**src/rtl/delta_liafn_pkg.sv**
```systemverilog
// delta_liafn_pkg: shared types and constants for the delta-LIAFN scheduler.
//   state_t - scheduler FSM states (IDLE/RUN/EMIT/DONE)
//   U_W     - membrane / current / magnitude width
//   IDX_W   - neuron index width
//   DEF_*   - default leak factor (Q0.8), spike threshold, delta threshold
package delta_liafn_pkg;

    localparam int U_W          = 8;
    localparam int IDX_W        = 4;
    localparam int DEF_BETA     = 128;
    localparam int DEF_V_TH     = 200;
    localparam int DEF_DELTA_TH = 50;

    typedef enum logic [1:0] {
        ST_IDLE = 2'd0,
        ST_RUN  = 2'd1,
        ST_EMIT = 2'd2,
        ST_DONE = 2'd3
    } state_t;

endpackage

```
**src/rtl/delta_liafn_sched_core.sv**
```systemverilog
// lif_update_core: combinational leaky-integrate-and-fire update for one neuron.
//   u_old  in   membrane state before the update
//   cur    in   input current
//   u_new  out  membrane state after leak, integrate, saturate and fire/reset
//   mag    out  |u_new - u_old|
//   spike  out  neuron fired (saturated sum >= V_TH)
//   ev_hit out  update is significant: spike, or mag >= DELTA_TH
module lif_update_core
    import delta_liafn_pkg::*;
#(
    parameter int BETA     = DEF_BETA,
    parameter int V_TH     = DEF_V_TH,
    parameter int DELTA_TH = DEF_DELTA_TH
) (
    input  logic [U_W-1:0] u_old,
    input  logic [U_W-1:0] cur,
    output logic [U_W-1:0] u_new,
    output logic [U_W-1:0] mag,
    output logic           spike,
    output logic           ev_hit
);

    logic [15:0]       prod;
    logic [U_W-1:0]    leak;
    logic [U_W:0]      sum;
    logic [U_W-1:0]    sat;
    logic signed [U_W:0] diff;

    always_comb begin
        prod   = 16'(u_old) * 16'(BETA);
        leak   = U_W'(prod >> 8);
        sum    = {1'b0, leak} + {1'b0, cur};
        sat    = sum[U_W] ? '1 : sum[U_W-1:0];
        spike  = (sat >= U_W'(V_TH));
        u_new  = spike ? '0 : sat;
        diff   = $signed({1'b0, u_new}) - $signed({1'b0, u_old});
        // |diff| always fits in U_W bits since both operands are unsigned U_W
        mag    = diff[U_W] ? U_W'(-diff) : diff[U_W-1:0];
        ev_hit = spike | (mag >= U_W'(DELTA_TH));
    end

endmodule

```
**src/rtl/delta_liafn_sched.sv**
```systemverilog
// delta_liafn_sched: time-multiplexed LIF scheduler. On each tick sweeps all
// neurons in index order through one lif_update_core and emits one event per
// significant membrane change on a valid/ready stream.
//   clk, rst_n                   clock, asynchronous active-low reset
//   cur_we/cur_addr/cur_wdata    current register-file write (addr >= NUM_NEURONS ignored)
//   tick                         start a sweep (only honoured in IDLE)
//   ev_valid/ev_ready            event stream handshake
//   ev_addr/ev_mag/ev_spike      event payload, held stable while ev_valid
//   busy                         sweep in progress
//   done                         1-cycle pulse at end of sweep
//   u_mon                        membrane state of neuron 0
//   ovr_cnt                      saturating dropped-tick count (only with
//                                DELTA_LIAFN_OVERRUN_CNT_EN defined)
module delta_liafn_sched
    import delta_liafn_pkg::*;
#(
    parameter int NUM_NEURONS = 4,
    parameter int BETA        = DEF_BETA,
    parameter int V_TH        = DEF_V_TH,
    parameter int DELTA_TH    = DEF_DELTA_TH
) (
    input  logic             clk,
    input  logic             rst_n,
    input  logic             cur_we,
    input  logic [IDX_W-1:0] cur_addr,
    input  logic [U_W-1:0]   cur_wdata,
    input  logic             tick,
    output logic             ev_valid,
    input  logic             ev_ready,
    output logic [IDX_W-1:0] ev_addr,
    output logic [U_W-1:0]   ev_mag,
    output logic             ev_spike,
    output logic             busy,
    output logic             done,
    output logic [U_W-1:0]   u_mon
`ifdef DELTA_LIAFN_OVERRUN_CNT_EN
    ,
    output logic [7:0]       ovr_cnt
`endif
);

    state_t           state, state_nxt;
    logic [IDX_W-1:0] idx;
    logic [U_W-1:0]   u_q   [NUM_NEURONS];
    logic [U_W-1:0]   cur_q [NUM_NEURONS];
    logic [U_W-1:0]   u_sel, cur_sel, u_new, mag;
    logic             spike, ev_hit, last;

    assign last  = (idx == IDX_W'(NUM_NEURONS - 1));
    assign u_mon = u_q[0];

    // Read mux for the neuron under update
    always_comb begin
        u_sel   = '0;
        cur_sel = '0;
        for (int i = 0; i < NUM_NEURONS; i++) begin
            if (idx == IDX_W'(i)) begin
                u_sel   = u_q[i];
                cur_sel = cur_q[i];
            end
        end
    end

    lif_update_core #(
        .BETA     (BETA),
        .V_TH     (V_TH),
        .DELTA_TH (DELTA_TH)
    ) u_core (
        .u_old  (u_sel),
        .cur    (cur_sel),
        .u_new  (u_new),
        .mag    (mag),
        .spike  (spike),
        .ev_hit (ev_hit)
    );

    // FSM: state register
    always_ff @(posedge clk or negedge rst_n) begin
        if (!rst_n) state <= ST_IDLE;
        else        state <= state_nxt;
    end

    // FSM: next state
    always_comb begin
        state_nxt = state;
        case (state)
            ST_IDLE: if (tick) state_nxt = ST_RUN;
            ST_RUN: begin
                if (ev_hit)    state_nxt = ST_EMIT;
                else if (last) state_nxt = ST_DONE;
            end
            ST_EMIT: if (ev_ready) state_nxt = last ? ST_DONE : ST_RUN;
            ST_DONE: state_nxt = ST_IDLE;
            default: state_nxt = ST_IDLE;
        endcase
    end

    // FSM: outputs
    always_comb begin
        busy     = (state != ST_IDLE);
        done     = (state == ST_DONE);
        ev_valid = (state == ST_EMIT);
    end

    // Index advances after a quiet neuron or after its event is taken
    always_ff @(posedge clk or negedge rst_n) begin
        if (!rst_n) begin
            idx <= '0;
        end else if (state == ST_IDLE && tick) begin
            idx <= '0;
        end else if ((state == ST_RUN && !ev_hit && !last) ||
                     (state == ST_EMIT && ev_ready && !last)) begin
            idx <= idx + 1'b1;
        end
    end

    always_ff @(posedge clk or negedge rst_n) begin
        if (!rst_n) begin
            ev_addr  <= '0;
            ev_mag   <= '0;
            ev_spike <= 1'b0;
        end else if (state == ST_RUN && ev_hit) begin
            ev_addr  <= idx;
            ev_mag   <= mag;
            ev_spike <= spike;
        end
    end

    // Membrane and current register files. A current write to the neuron in
    // RUN lands at the same edge that consumes the old value.
    always_ff @(posedge clk or negedge rst_n) begin
        if (!rst_n) begin
            for (int i = 0; i < NUM_NEURONS; i++) begin
                u_q[i]   <= '0;
                cur_q[i] <= '0;
            end
        end else begin
            for (int i = 0; i < NUM_NEURONS; i++) begin
                if (state == ST_RUN && idx == IDX_W'(i)) u_q[i]   <= u_new;
                if (cur_we && cur_addr == IDX_W'(i))     cur_q[i] <= cur_wdata;
            end
        end
    end

`ifdef DELTA_LIAFN_OVERRUN_CNT_EN
    always_ff @(posedge clk or negedge rst_n) begin
        if (!rst_n)                                       ovr_cnt <= '0;
        else if (tick && state != ST_IDLE && ovr_cnt != 8'hFF) ovr_cnt <= ovr_cnt + 8'd1;
    end
`endif

endmodule

```
**config.mk**
```make
export PLATFORM = sky130hd
export DESIGN_NAME = delta_liafn_sched
export DESIGN_NICKNAME = d
export VERILOG_FILES = /design/src/rtl/delta_liafn_pkg.sv /design/src/rtl/delta_liafn_sched_core.sv /design/src/rtl/delta_liafn_sched.sv
export SDC_FILE = /design/constraint.sdc
export NUM_CORES = 1
export LEC_CHECK = 0
export CAP_MARGIN = 10
export CORE_AREA = 4 4 139 141
export DETAILED_ROUTE_END_ITERATION = 10
export DIE_AREA = 0 0 143 145
export GPL_TIMING_DRIVEN = 1
export HOLD_SLACK_MARGIN = 0.15
export PLACE_DENSITY = 0.54
export SYNTH_ARGS = -nofsm -noshare
export SYNTH_HDL_FRONTEND = slang
export SYNTH_HIERARCHICAL = 1
export SYNTH_SLANG_ARGS = --single-unit
```
**constraint.sdc**
```tcl
create_clock -name clk -period 6.5 [get_ports clk]
set_input_delay 1.3 -clock clk [delete_from_list [all_inputs] [get_ports clk]]
set_output_delay 1.3 -clock clk [all_outputs]
set_load 0.01 [all_outputs]
```
=== Yosys cells after proc, flatten, opt, wreduce, memory -nomap -nowiden ===
Cells that the tools add are included.
Widths: inputs -> output; s select.

* Flip-flop bits (word level): 83
* Bits in latches: 0
* RAM bits: 0
* Memory bits (read-only): 0
* Output and inout port bits: 24
* Memories kept: 0

* $add $sub $neg: 4
* $mul: 0
* Div/mod/pow operators: 0
* Order comparisons: 2
* Equal/unequal tests: 12
* Shift-type cells: 0
* Mux-type cells: 19
* Bitwise gates (word level): 1
* Reduce and logical (&&, ||, !) cells: 23

{| class="wikitable"
|+ Operators with widths
! cell !! count
|-
| $mux 8 || 11
|-
| $eq 4x2->1 const B || 4
|-
| $logic_and 1x1->1 || 14
|-
| $mux 2 || 5
|-
| $add 7x8->9 || 1
|-
| $sub 8x8->9 || 1
|-
| $eq 4x1->1 const B || 2
|-
| $ge 8x6->1 const B || 1
|-
| $ge 8x8->1 const B || 1
|-
| $logic_not 4->1 || 2
|-
| $mux 4 || 2
|-
| $neg 8->8 || 1
|-
| $pmux 2 s4 || 1
|-
| $add 4x1->4 const B || 1
|-
| $eq 2x2->1 const B || 2
|-
| $reduce_bool 2->1 || 2
|-
| $ne 3x3->1 const B || 1
|-
| $reduce_and 3->1 || 1
|-
| $eq 2x1->1 const B || 1
|-
| $logic_not 1->1 || 2
|-
| $logic_not 2->1 || 1
|-
| $ne 2x1->1 const B || 1
|-
| $ne 2x2->1 const B || 1
|-
| $logic_or 1x1->1 || 1
|-
| $or 1x1->1 || 1
|}

=== Logic depth before layout (Yosys ltp) ===
Gate-level depths: netlist (run 1).

* Depth after elaboration: 20
* Mapped depth: 29
* Depth with buffers taken out: 26

=== Modules after synthesis ===
The synthesis (run 1) kept the hierarchy.

{| class="wikitable"
|+ By module, submodules not included
! module !! times used !! cells each !! area an instance (um^2) !! seq. area each (um^2)
|-
| delta_liafn_sched || 1 || 327 || 3993.8 || 2077.0
|-
| lif_update_core || 1 || 136 || 1028.5 || 0.0
|}

=== Worst setup path before layout (run 1) ===
Ideal clock, no wire load.

* Path type: register -> register
* Start point: register idx[0]
* End point: register ev_addr[0]
* Library setup time: 125 ps
* Data arrival time: 5895 ps
* Required time: 6375 ps
* Path slack: 481 ps
* Cell stages (with the launch flop): 28
* Period minus slack after synthesis: 6019 ps
* Cell sequence: dfrtp_1 > ha_1 > or3b_1 > clkbuf_1 > buf_2 > nor2_1 > a31oi_1 > ha_1 > fa_1 > a21o_1 > a211o_1 > a211oi_2 > o211a_1 > o21ai_1 > a21bo_1 > buf_6 > o21ai_0 > ha_1 > fa_1 > xor2_1 > nand4_1 > mux2i_1 > a41oi_1 > xnor2_1 > nand4_1 > nand2_1 > buf_2 > mux2_2

* Cells in the longest elaborated chain, start to end: 15

{| class="wikitable"
|+ Ends and longest elaborated chain
! item !! line !! RTL
|-
| from (decl) || delta_liafn_sched.sv:43 || <nowiki>logic [IDX_W-1:0] idx;</nowiki>
|-
| from (signal assigned) || delta_liafn_sched.sv:113 || <nowiki>idx <= idx + 1'b1;</nowiki>
|-
| $logic_not 4->1 || delta_liafn_sched.sv:57 || <nowiki>if (idx == IDX_W'(i)) begin</nowiki>
|-
| $mux 8 (3 in a row) || delta_liafn_sched.sv:57 ||
|-
| $mux 8 (*) || delta_liafn_sched.sv:57 ||
|-
| named net u_sel[1] || delta_liafn_sched.sv:46 || <nowiki>logic [U_W-1:0] u_sel, cur_sel, u_new, mag;</nowiki>
|-
| $add 7x8->9 || delta_liafn_sched_core.sv:32 || <nowiki>sum = {1'b0, leak} + {1'b0, cur};</nowiki>
|-
| $mux 8 || delta_liafn_sched_core.sv:33 || <nowiki>sat = sum[U_W] ? '1 : sum[U_W-1:0];</nowiki>
|-
| $ge 8x8->1 || delta_liafn_sched_core.sv:34 || <nowiki>spike = (sat >= U_W'(V_TH));</nowiki>
|-
| $mux 8 || delta_liafn_sched_core.sv:35 || <nowiki>u_new = spike ? '0 : sat;</nowiki>
|-
| $sub 8x8->9 || delta_liafn_sched_core.sv:36 || <nowiki>diff = $signed({1'b0, u_new}) - $signed({1'b0, u_old});</nowiki>
|-
| $neg 8->8 || delta_liafn_sched_core.sv:38 || <nowiki>mag = diff[U_W] ? U_W'(-diff) : diff[U_W-1:0];</nowiki>
|-
| $mux 8 || delta_liafn_sched_core.sv:38 ||
|-
| $ge 8x6->1 || delta_liafn_sched_core.sv:39 || <nowiki>ev_hit = spike | (mag >= U_W'(DELTA_TH));</nowiki>
|-
| $or 1x1->1 (*) || delta_liafn_sched_core.sv:39 ||
|-
| named net ev_hit || delta_liafn_sched.sv:47 || <nowiki>logic spike, ev_hit, last;</nowiki>
|-
| $logic_and 1x1->1 (*) || delta_liafn_sched.sv:122 || <nowiki>end else if (state == ST_RUN && ev_hit) begin</nowiki>
|-
| to (signal assigned) || delta_liafn_sched.sv:123 || <nowiki>ev_addr <= idx;</nowiki>
|-
| to (decl) || delta_liafn_sched.sv:30 || <nowiki>output logic [IDX_W-1:0] ev_addr,</nowiki>
|}

The timed path passes the listed nets; every way through them passes the cells marked *.
A chain may end at the register's enable or synchronous reset.

=== Worst setup path after layout (run 1) ===
* Start point: register idx[0]
* End point: register ev_mag[5]

* Cells in the longest elaborated chain, start to end: 15

{| class="wikitable"
|+ Ends and longest elaborated chain
! item !! line !! RTL
|-
| $logic_not 4->1 || delta_liafn_sched.sv:57 ||
|-
| $mux 8 (3 in a row) || delta_liafn_sched.sv:57 ||
|-
| $mux 8 (*) || delta_liafn_sched.sv:57 ||
|-
| named net u_sel[3] || delta_liafn_sched.sv:46 ||
|-
| $add 7x8->9 || delta_liafn_sched_core.sv:32 ||
|-
| $mux 8 || delta_liafn_sched_core.sv:33 ||
|-
| $ge 8x8->1 || delta_liafn_sched_core.sv:34 ||
|-
| $mux 8 || delta_liafn_sched_core.sv:35 ||
|-
| $sub 8x8->9 (*) || delta_liafn_sched_core.sv:36 ||
|-
| $neg 8->8 || delta_liafn_sched_core.sv:38 ||
|-
| $mux 8 (*) || delta_liafn_sched_core.sv:38 ||
|-
| named net mag[3] || delta_liafn_sched.sv:46 ||
|-
| $ge 8x6->1 (*) || delta_liafn_sched_core.sv:39 ||
|-
| $or 1x1->1 (*) || delta_liafn_sched_core.sv:39 ||
|-
| named net ev_hit || delta_liafn_sched.sv:47 ||
|-
| $logic_and 1x1->1 (*) || delta_liafn_sched.sv:122 ||
|-
| to (signal assigned) || delta_liafn_sched.sv:124 || <nowiki>ev_mag <= mag;</nowiki>
|-
| to (decl) || delta_liafn_sched.sv:31 || <nowiki>output logic [U_W-1:0] ev_mag,</nowiki>
|}

Marks and branches as above.

==> run_results.csv, run 1 <==
group,metric,value,unit
setup_path,end_kind,"register",
yosys,synth.area.top_cells,"dfrtp_1 (41%), mux2_2 (17%), ha_1 (5.5%)",
global_route,grt_max_degree,84,
finish,antenna_cells,0,
global_route,grt_overflow_total,0,
place,place_inst,723,
yosys,yosysWarnings,6,
cts,numClockSinks,83,
yosys,avgSynthCellArea,10.8,sq um
finish,fin_util,0.345,
detailed_routing,post_drt_via_cell_ratio,4.82,
yosys,ys_ff_latch,83,
die,die_w,143,um
finish,layout-drive-gt1-share,0.296,
setup_path,critPathMaxFanout,13,
cts,ctsHoldBuffers,0,
yosys,synthArstFlopShare,1.00,
detailed_routing,avgRoutedWirePerCell,15.4,um
detailed_routing,drt-pass1-iter-count,4,
setup_path,worstSetupPathType,"register to register",
worst_hold_path,hold_class,"register to register",
die,start_util,0.280,
yosys,syn_inst,463,
detailed_routing,drt_iter0_markers,165,
timing,finalSetupViolations,0,
finish,fin_nets,552,
detailed_routing,ant_nets,0,
detailed_routing,wl,11500,um
cts,clk_pin_slew,0.06,ns
yosys,synth_area,5020,sq um
global_route,grt_pass1_vias,3692,
cts,clockBufferDepth,2,
global_route,grt_first_pass_wirelength,19200,um
timing,fin_skew,0.00709,ns
die,die_area,20700,sq um
yosys,synth_flop_cell,"dfrtp_1",
die,rows,49,
finish,area_growth_syn_to_layout,23.3,%
cts,cts_tree,"done",
yosys,synth_top_area_share,0.414,
detailed_routing,drcViolationCount,0,
timing,fin_hold_ws,0.501,ns
flow_run,maxCapViolations,0,
yosys,synth_edf_count,0,
place,dp_hpwl,8560,um
setup_path,cp_data_arrival_time,6.45,ns
yosys,yosysUniqueCellTypes,61,
finish,instances_no_fill,743,
timing,slew_headroom,0.299,
finish,n_fill_cell,1802,
setup_path,start_kind,"register",
setup_path,worst_ep_required_time,6.71,ns
yosys,syn-num-nets,504,
timing,max_slew.worst_pin.slew,1.05,ns
cts,cts_buffers,9,
detailed_routing,vias,3581,
timing,hold_violations,0,
yosys,synth_seq_area_share,0.414,
place,io_buffers,40,
die,io_pins,41,
yosys,yosysTopAreaCell,"dfrtp_1",
die,die_y,145,um
timing,period_minus_slack,6.23,ns
global_route,antenna_found_initial,0,
cts,cts_htree_levels,3,
timing,setup_tns,0,ns
die,coreArea,18000,sq um
run_status,status,"finished clean",
cts,clk_latency,0.33,ns
place,gp_congestion,0.824,
timing,fin_crit_sh,0.959,
cts,ctsRootBufferMaster,"clkbuf_16",
timing,slew_violations,0,
timing,fmax,160,MHz
global_route,grt_usage,0.114,
==> cell usage after synthesis, types with 3 or more instances <==
library cell	number
mux2i_1	7
mux2_2	75
o21a_1	6
and2_1	4
o21bai_1	5
a21o_1	20
and3_1	3
ha_1	22
or2_2	4
xor2_1	4
nand3b_1	17
nand2_4	3
o21ai_0	6
buf_6	4
nor2_1	26
nand4_1	3
buf_4	8
nor2b_1	3
nand2b_1	3
xnor2_1	9
inv_1	17
a31oi_1	18
nand2_1	45
dfrtp_1	83
buf_2	8
clkbuf_1	6
a21oi_1	10
==> cell families after synthesis <==
group,Yosys count,synth area share
multiplexers,84,0.187
buffers and inverters,44,0.0468
XOR/XNOR,13,0.0227
AO/OA/AOI/OAI,88,0.125
AND/OR/NAND/NOR,127,0.143
flip-flops,83,0.414
adder cells (fa/ha/maj),24,0.0628
==> path summary, 6_finish.rpt <==
check	from	endpoint	slack, ns	cells past startpoint
worst min-delay path	ev_addr[2]	ev_addr[2]	0.50	1
min in group asynchronous	rst_n	cur_q[27]	1.14	1
worst min register to register	ev_addr[2]	ev_addr[2]	0.50	1
worst max-delay path	idx[0]	ev_mag[5]	0.27	25
worst max register to register	idx[0]	ev_mag[5]	0.27	25
max in group asynchronous	rst_n	idx[1]	4.59	1
==> layout make-up <==
type	count	area, sq um	share of cell area
Inverter	17	63.8	0.0103
Multi-Input combinational cell	336	2850	0.460
Tap cell	229	287	0.0463
Sequential cell	83	2080	0.336
Clock inverter	4	76.3	0.0123
Clock buffer	10	229	0.0370
Timing Repair Buffer	64	607	0.0980
==> cell usage in the layout (no fill, tap or decap), types with 4 or more instances in the layout <==
cell	synthesis	routed
o21bai_1	5	5
clkbuf_16	0	9
and2_1	4	4
a21o_1	20	20
nand3b_1	17	17
mux2i_1	7	6
inv_1	17	17
ha_1	22	18
clkdlybuf4s50_1	0	39
o21a_1	6	6
mux2_2	75	75
or2_2	4	4
o21ai_0	6	6
nor2_1	26	25
a31oi_1	18	13
dfrtp_1	83	81
a21oi_1	10	9
nand2_1	45	45
xnor2_1	9	8
a31oi_2	0	4
buf_4	8	22
==> critical path, cell delays in order, from the launching register on <==
cell and delay [ns]:
dfrtp_2 0.43, inv_1 0.08, ha_1 0.22, or3_4 0.43, a21o_1 0.19, a31oi_1 0.33, ha_1 0.34, a21o_1 0.21
a211o_1 0.33, a211oi_2 0.29, o211a_1 0.20, o21ai_1 0.05, a21bo_2 0.26, o21ai_0 0.13, ha_1 0.25, fa_2 0.38
nor2b_2 0.16, o2111ai_2 0.17, nand4b_4 0.19, a32oi_2 0.08, xnor2_1 0.18, o311ai_1 0.32, nand4_1 0.23, nand2_1 0.13
buf_6 0.17, mux2_2 0.35
==> timing repair <==
action                     in CTS  in global routing
setup buffers                   0                  6
gates resized for setup         6                 24
setup endpoints to repair      17                 19
pin swaps                       2                  9
hold endpoints to repair        0                  0
==> flip-flops by register name, indices dropped and copies added (netlist names) <==
name,count
cur_q,32
u_q,24
ev_mag,8
u_mon,8
ev_addr,4
idx,4
state,2
ev_spike,1
==> per-stage QoR <==
stage	instance area, sq um	worst slack, ns
6_report	6190	0.265
5_1_grt	6190	-0.0507
4_1_cts	6020	0.00866
3_5_place_dp	5680	-0.196
3_3_place_gp	5680	-0.0618
2_1_floorplan	5020	0.481
==> per-layer routing <==
| layer | part of all wire | track usage | vias up |
|---|---|---|---|
| met5 | 0 | 0 | - |
| met4 | 0.0092 | 0.0271 | 0 |
| met3 | 0.035 | 0.0237 | 11 |
| met2 | 0.48 | 0.183 | 50 |
| met1 | 0.47 | 0.156 | 1780 |
| li1 | - | - | 1740 |
Power of run 1 is not shown: default switching activity piles up to over one toggle a cycle in this logic, so the estimate is an artifact.
==> inputs of run 2 (changes only) <==
--- a/config.mk
+++ b/config.mk
@@ -11,7 +11,6 @@
 export DIE_AREA = 0 0 143 145
 export GPL_TIMING_DRIVEN = 1
 export HOLD_SLACK_MARGIN = 0.15
-export PLACE_DENSITY = 0.54
 export SYNTH_ARGS = -nofsm -noshare
 export SYNTH_HDL_FRONTEND = slang
 export SYNTH_HIERARCHICAL = 1
==> run_results.csv, run 2 (same netlist as run 1, synthesis figures left out) <==
group,metric,value,unit
setup_path,worstSetupPathType,"register to register",
cts,ctsHoldBuffers,0,
setup_path,critPathMaxFanout,10,
die,rows,49,
setup_path,worst_ep_required_time,6.72,ns
cts,clk_pin_slew,0.06,ns
setup_path,cpMaxStageDelayCell,"or3b_4",
finish,antenna_cells,0,
global_route,grt_overflow_total,0,
detailed_routing,drt_iter0_markers,116,
setup_path,end_kind,"register",
die,die_w,143,um
global_route,grt_usage,0.110,
setup_path,path_common_cell,"ha_1",
setup_path,rrSetupSlack,0.32,ns
finish,reg_top3,"cur_q (32), u_q (24)",
finish,area_growth_syn_to_layout,22.9,%
detailed_routing,vias,3660,
die,io_pins,41,
die,die_area,20700,sq um
worst_hold_path,hp-start,"ev_addr[3]",
global_route,grt_first_pass_wirelength,18800,um
die,coreArea,18000,sq um
place,gp_congestion,0.812,
timing,slew_headroom,0.297,
global_route,grt_pass1_vias,3703,
finish,largest_register,"cur_q",
detailed_routing,drt-pass1-iter-count,4,
place,io_buffers,40,
setup_path,start_kind,"register",
finish,fin_nets,552,
finish,layout_common_cells,"dfrtp_1 (81), mux2_2 (75), nand2_1 (45)",
worst_hold_path,whs_endpoint,"ev_addr[3]",
detailed_routing,drcViolationCount,0,
setup_path,r2r_end,"idx[3]",
cts,cts_tree,"done",
run_status,status,"finished clean",
global_route,antenna_found_initial,0,
timing,finalSetupViolations,0,
worst_hold_path,min_path_cells,1,
timing,period_minus_slack,6.18,ns
setup_path,max_stage_delay,0.47,ns
detailed_routing,wl,11400,um
finish,largest_reg_flops,32,
place,dp_hpwl,8520,um
die,start_util,0.280,
setup_path,crit_chain,"ha_1 > or3b_4 > nor2_1 > a31oi_2 > ha_1 > fa_1 > a21o_1 > a211o_1 > a211oi_2 > o211a_1 > o21ai_1 > a21bo_2 > a21boi_4 > ha_1 > nor2b_2 > o2111ai_2 > nand3b_1 > xnor2_1 > a41oi_1 > xnor2_1 > nand4_1 > nor3b_2 > o2111ai_1 > mux2i_1",
setup_path,cp_data_arrival_time,6.40,ns
finish,final_common_cell,"dfrtp_1",
timing,max_slew.worst_pin.slew,1.06,ns
timing,fin_crit_sh,0.951,
cts,clk_latency,0.33,ns
detailed_routing,ant_nets,0,
cts,cts_htree_levels,3,
die,die_y,145,um
cts,ctsRootBufferMaster,"clkbuf_16",
finish,fin_util,0.344,
detailed_routing,avgRoutedWirePerCell,15.4,um
cts,clockBufferDepth,2,
finish,layout-drive-gt1-share,0.297,
detailed_routing,post_drt_via_cell_ratio,4.91,
cts,cts_buffers,9,
finish,n_fill_cell,1789,
global_route,grt_max_degree,84,
setup_path,reg2reg_from,"idx[0]",
timing,hold_violations,0,
setup_path,worst_r2r_path_depth,24,
cts,numClockSinks,83,
finish,regArea,2080,sq um
flow_run,maxCapViolations,0,
worst_hold_path,hold_class,"register to register",
finish,multi_input_area,2830,sq um
timing,fmax,162,MHz
setup_path,crit_start,"idx[0]",
timing,fin_skew,0.0101,ns
timing,slew_violations,0,
## run 2: area by class of cell
class                           instances  share of cell area
Timing Repair Buffer                   64              0.0969
Inverter                               17              0.0103
Clock buffer                            9              0.0365
Multi-Input combinational cell        336               0.458
Sequential cell                        83               0.337
Tap cell                              229              0.0464
Clock inverter                          7              0.0148
## run 2: layer usage
metal | routed length, um | part of all wire | GRT usage
met4 | 101 | 0.0088 | 0.0261
met2 | 5500 | 0.48 | 0.173
met1 | 5410 | 0.47 | 0.154
met5 | 0 | 0 | 0
met3 | 431 | 0.038 | 0.0280
## run 2: worst max-delay path by stage
stage / to / slack [ns] / cells after the start
floorplan: ev_addr[0] / 0.48 / 27
global placement: idx[1] / -0.04 / 26
detailed placement: idx[0] / -0.15 / 25
CTS: ev_mag[5] / 0.07 / 25
global route: idx[3] / -0.03 / 25
finish: idx[3] / 0.32 / 24
## run 2: stage by stage
stage          hold WS (ns)  area, sq um  setup TNS [ns]  setup WS [ns]  instances
2_1_floorplan         0.465         5020               0          0.481        463
3_3_place_gp          0.480         5670          -0.141        -0.0397        723
3_5_place_dp          0.487         5670          -0.775         -0.148        723
4_1_cts               0.508         6020               0         0.0660        741
5_1_grt               0.521         6170         -0.0312        -0.0312        745
6_report              0.504         6170               0          0.316        745
## run 2: critical path, delay by kind of cell (launching register included)
family / cells / cell delay (ns)
mux: 1 / 0.14
flops: 1 / 0.42
simple gates: 6 / 1.49
fa+ha+maj: 4 / 1.16
compound gates: 11 / 2.27
xor+xnor: 2 / 0.56
## run 2: repair_timing
item,in CTS,in global routing
resized for setup,5,23
cloned,0,0
pin swaps,0,4
setup buffers,2,4
setup endpoints to repair,17,19
Power of run 2 is left out for the same reason.
==> inputs of run 3 (changes only) <==
--- a/config.mk
+++ b/config.mk
@@ -6,11 +6,12 @@
 export NUM_CORES = 1
 export LEC_CHECK = 0
 export CAP_MARGIN = 10
-export CORE_AREA = 4 4 139 141
+export CORE_AREA = 4 4 111 113
 export DETAILED_ROUTE_END_ITERATION = 10
-export DIE_AREA = 0 0 143 145
+export DIE_AREA = 0 0 115 117
 export GPL_TIMING_DRIVEN = 1
 export HOLD_SLACK_MARGIN = 0.15
+export PLACE_DENSITY = 0.66
 export SYNTH_ARGS = -nofsm -noshare
 export SYNTH_HDL_FRONTEND = slang
 export SYNTH_HIERARCHICAL = 1
==> run_results.csv, run 3 (same netlist as run 1, synthesis figures left out) <==
group,metric,value,unit
global_route,grt_pass1_vias,3772,
setup_path,worst_r2r_path_depth,26,
detailed_routing,post_drt_via_cell_ratio,5.52,
place,dp_hpwl,8220,um
detailed_routing,wl,11200,um
timing,max_slew.worst_pin.slew,1.03,ns
finish,fin_nets,552,
die,die_y,117,um
timing,finalSetupViolations,0,
detailed_routing,vias,3634,
worst_hold_path,hp-start,"ev_addr[0]",
place,gp_congestion,0.857,
setup_path,r2r_end,"ev_addr[3]",
setup_path,max_stage_delay,0.44,ns
setup_path,worst_ep_required_time,6.71,ns
setup_path,end_kind,"register",
finish,layout_common_cells,"dfrtp_1 (81), mux2_2 (75), nand2_1 (45)",
timing,fmax,160,MHz
setup_path,worstSetupPathType,"register to register",
setup_path,critPathMaxFanout,13,
setup_path,path_common_cell,"ha_1",
finish,final_common_cell,"dfrtp_1",
global_route,grt_overflow_total,0,
timing,setup_tns,0,ns
global_route,grt_max_degree,84,
timing,period_minus_slack,6.27,ns
cts,cts_buffers,9,
finish,fin_util,0.533,
die,die_area,13500,sq um
finish,layout-drive-gt1-share,0.282,
timing,slew_violations,0,
cts,clk_latency,0.33,ns
timing,fin_crit_sh,0.964,
detailed_routing,avgRoutedWirePerCell,17.0,um
worst_hold_path,min_path_cells,1,
timing,fin_skew,0.00671,ns
finish,antenna_cells,0,
timing,hold_violations,0,
detailed_routing,drt_iter0_markers,193,
finish,largest_register,"cur_q",
global_route,grt_first_pass_wirelength,18600,um
cts,cts_tree,"done",
die,io_pins,41,
die,start_util,0.444,
worst_hold_path,hold_class,"register to register",
setup_path,cp_data_arrival_time,6.48,ns
die,rows,39,
worst_hold_path,whs_endpoint,"ev_addr[0]",
cts,numClockSinks,83,
cts,ctsRootBufferMaster,"clkbuf_16",
flow_run,maxCapViolations,0,
place,io_buffers,40,
detailed_routing,drcViolationCount,0,
detailed_routing,ant_nets,0,
die,coreArea,11300,sq um
finish,reg_top3,"cur_q (32), u_q (24)",
die,die_w,115,um
cts,cts_htree_levels,3,
setup_path,cpMaxStageDelayCell,"or3_4",
timing,slew_headroom,0.311,
run_status,status,"finished clean",
global_route,grt_usage,0.176,
cts,clockBufferDepth,2,
cts,clk_pin_slew,0.06,ns
finish,area_growth_syn_to_layout,20.2,%
setup_path,rrSetupSlack,0.23,ns
setup_path,reg2reg_from,"idx[0]",
global_route,antenna_found_initial,0,
detailed_routing,drt-pass1-iter-count,4,
setup_path,start_kind,"register",
finish,largest_reg_flops,32,
## run 3: cell types whose count changed in the layout (fill, tap and decap cells not counted), sizes merged
cell / before / now
inv: 18 / 17
clkinv: 3 / 1
clkbuf: 9 / 11
clkinvlp: 1 / 0
bufinv: 2 / 3
## run 3: repair_timing
item / CTS / global route
buffers inserted: 1 / 5
hold buffers: 0 / 0
hold endpoints to repair: 0 / 0
resized for setup: 7 / 13
setup endpoints to repair: 18 / 19
pin swaps: 1 / 6
## run 3: final cells by class
| class | instances | area, sq um |
|---|---|---|
| fillers | 1017 | 5280 |
| multi-input cells | 336 | 2790 |
| flip-flops and latches | 83 | 2080 |
| repair buffers | 64 | 582 |
| clock buffers | 11 | 243 |
| well taps | 143 | 179 |
| clock inverters | 4 | 98.8 |
| inverters | 17 | 63.8 |
## run 3: how the worst max path moves through the flow
stage	startpoint	to	slack [ns]
2_1_floorplan	idx[0]	ev_addr[0]	0.48
4_1_cts	idx[1]	ev_addr[3]	0.002
3_5_place_dp	idx[0]	idx[3]	-0.27
6_report	idx[0]	ev_addr[3]	0.23
5_1_grt	idx[0]	ev_addr[3]	-0.03
3_3_place_gp	idx[0]	idx[3]	-0.12
## run 3: metrics by stage
stage | setup WS, ns | instances | hold slack, ns | area [sq um]
floorplan | 0.481 | 463 | 0.465 | 5020
global placement | -0.116 | 637 | 0.488 | 5560
detailed placement | -0.271 | 637 | 0.493 | 5560
CTS | 0.00160 | 653 | 0.507 | 5950
global route | -0.0328 | 658 | 0.525 | 6040
finish | 0.231 | 658 | 0.500 | 6040
## run 3: critical path, delay by kind of cell, from the launching register on
| kind | cells | cell delay [ns] |
|---|---|---|
| simple gates | 5 | 1.13 |
| xor+xnor | 1 | 0.20 |
| fa+ha+maj | 4 | 1.22 |
| buf+inv | 3 | 0.46 |
| flops | 1 | 0.40 |
| mux | 1 | 0.35 |
| compound gates | 12 | 2.39 |
## run 3: routing by layer
layer / part of all wire / vias up / track usage
met5: 0 / - / 0
met4: 0.021 / 0 / 0.0571
met3: 0.040 / 20 / 0.0411
met2: 0.49 / 71 / 0.310
met1: 0.44 / 1797 / 0.213
li1: - / 1746 / -
Power of run 3 is left out for the same reason.
